<file path="src/rtl/seg_scan_driver.sv">
// Four-digit multiplexed 7-segment scan driver: time-slices one shared segment bus across
// four common-anode digits, with a blanking gap at the start of every slot and per-frame input snapshots.
module seg_scan_driver #(
  parameter int CLK_DIV      = 100000,
  parameter int BLANK_CYCLES = 1000
) (
  input  logic       clk,
  input  logic       rst,
  input  logic [6:0] seg0,
  input  logic [6:0] seg1,
  input  logic [6:0] seg2,
  input  logic [6:0] seg3,
  input  logic [3:0] dp_in,
  input  logic [3:0] digit_en,
  output logic [6:0] seg,
  output logic       dp,
  output logic [3:0] an,
  output logic       frame_done
);

  localparam int CNT_W = $clog2(CLK_DIV);
  localparam logic [CNT_W-1:0] CNT_MAX   = CNT_W'(CLK_DIV - 1);
  localparam logic [CNT_W-1:0] BLANK_LIM = CNT_W'(BLANK_CYCLES);

  typedef enum logic {BLANK, ON} state_t;

  state_t           state, state_nxt;
  logic [CNT_W-1:0] cnt, cnt_nxt;
  logic [1:0]       digit, digit_nxt;
  logic             running;
  logic             snap_load;
  logic [6:0]       seg_snap [4];
  logic [3:0]       dp_snap, en_snap;
  logic [6:0]       seg_nxt;
  logic             dp_nxt;
  logic [3:0]       an_nxt;
  logic             frame_done_nxt;

  // The first edge after reset holds cnt/digit at 0 so it becomes the snapshot edge of frame 0.
  always_comb begin
    cnt_nxt   = cnt;
    digit_nxt = digit;
    if (running) begin
      if (cnt == CNT_MAX) begin
        cnt_nxt   = '0;
        digit_nxt = digit + 2'd1;
      end else begin
        cnt_nxt = cnt + CNT_W'(1);
      end
    end
  end

  assign snap_load = (cnt_nxt == '0) && (digit_nxt == 2'd0);

  always_ff @(posedge clk) begin
    if (rst) begin
      state <= BLANK;
    end else begin
      state <= state_nxt;
    end
  end

  // Outputs decode the upcoming cnt/digit so they move on the same edge as the counters.
  always_comb begin
    state_nxt      = state;
    an_nxt         = 4'b1111;
    seg_nxt        = 7'h7F;
    dp_nxt         = 1'b1;
    frame_done_nxt = (digit_nxt == 2'd3) && (cnt_nxt == CNT_MAX);
    case (state)
      BLANK:   if (cnt_nxt == BLANK_LIM) state_nxt = ON;
      ON:      if (cnt_nxt == '0)        state_nxt = BLANK;
      default: state_nxt = BLANK;
    endcase
    if (state_nxt == ON) begin
      an_nxt  = ~({3'b000, en_snap[digit_nxt]} << digit_nxt);
      seg_nxt = seg_snap[digit_nxt];
      dp_nxt  = dp_snap[digit_nxt];
    end
  end

  always_ff @(posedge clk) begin
    if (rst) begin
      cnt        <= '0;
      digit      <= 2'd0;
      running    <= 1'b0;
      an         <= 4'b1111;
      seg        <= 7'h7F;
      dp         <= 1'b1;
      frame_done <= 1'b0;
      for (int i = 0; i < 4; i++) seg_snap[i] <= 7'h7F;
      dp_snap    <= 4'hF;
      en_snap    <= 4'h0;
    end else begin
      cnt        <= cnt_nxt;
      digit      <= digit_nxt;
      running    <= 1'b1;
      an         <= an_nxt;
      seg        <= seg_nxt;
      dp         <= dp_nxt;
      frame_done <= frame_done_nxt;
      if (snap_load) begin
        seg_snap[0] <= seg0;
        seg_snap[1] <= seg1;
        seg_snap[2] <= seg2;
        seg_snap[3] <= seg3;
        dp_snap     <= dp_in;
        en_snap     <= digit_en;
      end
    end
  end

endmodule

</file>
<file path="config.mk">
export PLATFORM = sky130hd
export DESIGN_NAME = seg_scan_driver
export DESIGN_NICKNAME = d
export VERILOG_FILES = /design/src/rtl/seg_scan_driver.sv
export SDC_FILE = /design/constraint.sdc
export NUM_CORES = 1
export LEC_CHECK = 0
export CAP_MARGIN = 20
export CORE_MARGIN = 2
export CORE_UTILIZATION = 49
export CTS_CLUSTER_DIAMETER = 150
export DETAILED_ROUTE_END_ITERATION = 8
export PLACE_DENSITY = 0.78
export SYNTH_ARGS = -nofsm -noshare
export SYNTH_HDL_FRONTEND = slang
export SYNTH_SLANG_ARGS = --single-unit
</file>
<file path="constraint.sdc">
create_clock -name clk -period 4.9 [get_ports clk]
set_input_delay 0.735 -clock clk [delete_from_list [all_inputs] [get_ports clk]]
set_output_delay 0.735 -clock clk [all_outputs]
set_load 0.01 [all_outputs]
</file>
==> impl_metrics.py <==
metrics = {
    "outcome": {
        "status": "completed",
    },
    "synth": {
        "ys_top_cells_by_area": "dfxtp_1, edfxtp_1, nand2b_1",
        "synth_area_leader_cell": "dfxtp_1",
        "synth_cell_type_count": 54,
        "yosysWarnings": 0,
        "synth_area_per_cell_um2": 9.74,
        "synth_nets": 396,
        "ys.flop_type": "dfxtp_1",
        "async_flop_share_pct": 0,
        "synth-edff-count": 28,
        "netlist_instances": 357,
        "ys_seq_elements": 70,
        "synth_area_um2": 3480,
        "synth_top_area_share_pct": 24.2,
        "synth-seq-area-share_pct": 48.4,
    },
    "clock_tree": {
        "postCtsSetupRepairBufs": 0,
        "postCtsHoldBufs": 0,
        "cts_tree": "built",
        "clkSlewWorstSetupHoldPaths_ns": 0.07,
        "cts_buffers": 9,
        "root_buffer": "clkbuf_8",
        "clk_latency_ns": 0.35,
        "clock_sinks": 70,
        "clockBufferDepth": 2,
        "cts_resized": 0,
        "cts_max_level": 3,
    },
    "sta": {
        "drv_slew": 0,
        "fin_crit_sh_pct": 71.8,
        "min_period_ns": 3.52,
        "finalHoldViolCount": 0,
        "rsz0062_at_grt": "no",
        "finalClockSkew_ns": 0.00836,
        "setup_slack_ns": 1.38,
        "fmax_ghz": 0.284,
        "setup_viol": 0,
        "relSlewSlack_pct": 33.8,
        "worst_pin_slew_ns": 0.992,
        "tns_ns": 0,
    },
    "grt": {
        "antenna_found_initial": 0,
        "grt_pass1_vias": 2616,
        "grt_max_degree": 36,
        "grt_pass1_wl_um": 12300,
        "gr-total-overflow": 0,
        "grt_use_total_pct": 20.6,
    },
    "floorplan": {
        "boundaryPins": 51,
        "initial_core_util_pct": 50.9,
        "core_um2": 6830,
        "design.die.area_um2": 7790,
        "die_y_um": 88.2,
        "die_x_um": 88.2,
        "num_rows": 30,
    },
    "power_and_ir_drop": {
        "ir_drop_mv": 0.184,
        "powerDensity_nw_per_um2": 298,
        "p_leak_uw": 0.00131,
        "power.total_uw": 1270,
    },
    "setup_path": {
        "cp_max_fo": 17,
        "reg2reg_depth": 7,
        "worstPathArrival_ns": 3.75,
        "path_class": "flop to flop",
        "crit_required_ns": 5.13,
        "endpoint_kind": "flop",
        "crit_path_start_kind": "flop",
    },
    "placement": {
        "placed_cell_area_um2": 4030,
        "dpl.hpwl_um": 5130,
        "place_ws_ns": 1.38,
        "gp_congestion": 0.904,
        "io_buffers": 50,
    },
    "routing": {
        "drt_iter0_markers": 192,
        "wirelength_um": 7610,
        "firstDrtPassIters": 5,
        "detail-route-antenna-nets": 0,
        "vias": 2861,
        "via_per_inst": 5.74,
        "wl_per_cell_um": 15.3,
        "drc": 0,
    },
    "final_layout": {
        "final_area_um2": 4250,
        "num_antenna_cells": 0,
        "nFillCells": 561,
        "fin_nets": 436,
        "drive_gt1_share_pct": 9.45,
        "seq_area_um2": 1680,
        "multi_input_area_um2": 1670,
        "syn2layout_area_growth_pct": 22.2,
    },
    "hold_path": {
        "min_path_type": "flop to flop",
        "worstHoldPathCells": 2,
    },
    "flow_run": {
        "maxCapViolations": 0,
    },
}
==> cell usage in the layout, fill, tap and decap left out, types with 7 or more instances in the layout <==
cell             count
a21o_1               7
clkbuf_8             9
clkdlybuf4s50_1     50
dfxtp_1             42
edfxtp_1            28
mux2_2               7
mux2i_1              9
nand2_1             16
nand2b_1            31
nand3_1             12
nand4_1             10
nor2_1              32
nor3_1              15
nor3b_1              7
o21ai_0             18
o221ai_1             7
o22ai_1              8
xnor2_1             13
==> cell type report <==
class                   instances  share of cell area (%)
inverters                       5                   0.442
clock inverters                 6                    2.03
well taps                      96                    2.83
clock buffers                  10                    3.00
flip-flops and latches         70                    39.6
repair buffers                 56                    12.8
multi-input cells             255                    39.3
==> critical path, cell delays in order, from the launching register on <==
cell	delay (ns)
dfxtp_1	0.37
or3_4	0.41
or4b_4	0.53
or4_1	0.78
a2111oi_0	0.52
nor3_1	0.08
buf_4	0.20
or4b_1	0.49
==> stage by stage <==
stage	utilization [%]	instances	hold WS, ns
final	62.2	498	0.466
after global routing	62.2	498	0.491
after CTS	62.2	498	0.470
after detailed placement	59.0	482	0.458
after global placement	59.0	482	0.454
after floorplan	-	357	0.429
==> state kept, by name, indices dropped and copies added, names as in the netlist <==
name        cells
an              4
cnt            17
digit           2
dp              1
dp_snap         4
en_snap         4
frame_done      1
running         1
seg             7
seg_snap       28
state           1
==> synth_stat cells, types with 2 or more instances <==
library cell	count
a31oi_1	3
nor3_1	15
nand2b_1	31
o21ai_0	19
nand3_1	12
nand4_1	10
buf_1	2
nor4_1	7
dfxtp_1	42
nand4b_1	2
inv_1	5
a21o_1	7
xor2_1	6
nor2_1	32
mux2_2	7
mux2i_1	9
a211oi_1	3
a21oi_1	3
and4_1	3
nand3b_1	2
nor3b_1	7
and3_1	6
o221ai_1	7
buf_6	2
clkbuf_1	21
buf_2	2
o31a_1	2
o22ai_1	8
or4_1	3
xnor2_1	13
edfxtp_1	28
nand2_1	16
==> per-layer routing <==
metal  track usage (%)  wire (µm)
met1              26.0       3220
met2              33.6       3730
met3              4.57        449
met4              9.78        210
met5                 0          0
==> kinds of logic (layout without fill, tap and decap cells) <==
logic type               Yosys count  count (layout)  share of synthesized area (%)
AND/OR/NAND/NOR                  159             159                           26.2
flip-flops                        70              70                           48.4
AO/OA/AOI/OAI                     60              60                           11.5
buffers and inverters             32              77                           3.96
XOR/XNOR                          19              19                           4.79
multiplexers                      16              16                           4.86
adder cells (fa/ha/maj)            1               1                          0.360
==> final timing paths <==
path / slack, ns / endpoint / startpoint
worst min register to register: 0.47 / en_snap[1] / en_snap[1]
worst max register to register: 1.38 / an[1] / cnt[12]
worst max-delay path: 1.38 / an[1] / cnt[12]
worst min-delay path: 0.47 / en_snap[1] / en_snap[1]
==> where the power goes <==
group / switching [µW] / internal, µW / total [µW]
combinational: 51.0 / 57.9 / 109
sequential: 13.1 / 633 / 647
clock: 224 / 286 / 510
No activity file was read; power rests on OpenSTA's default activity.
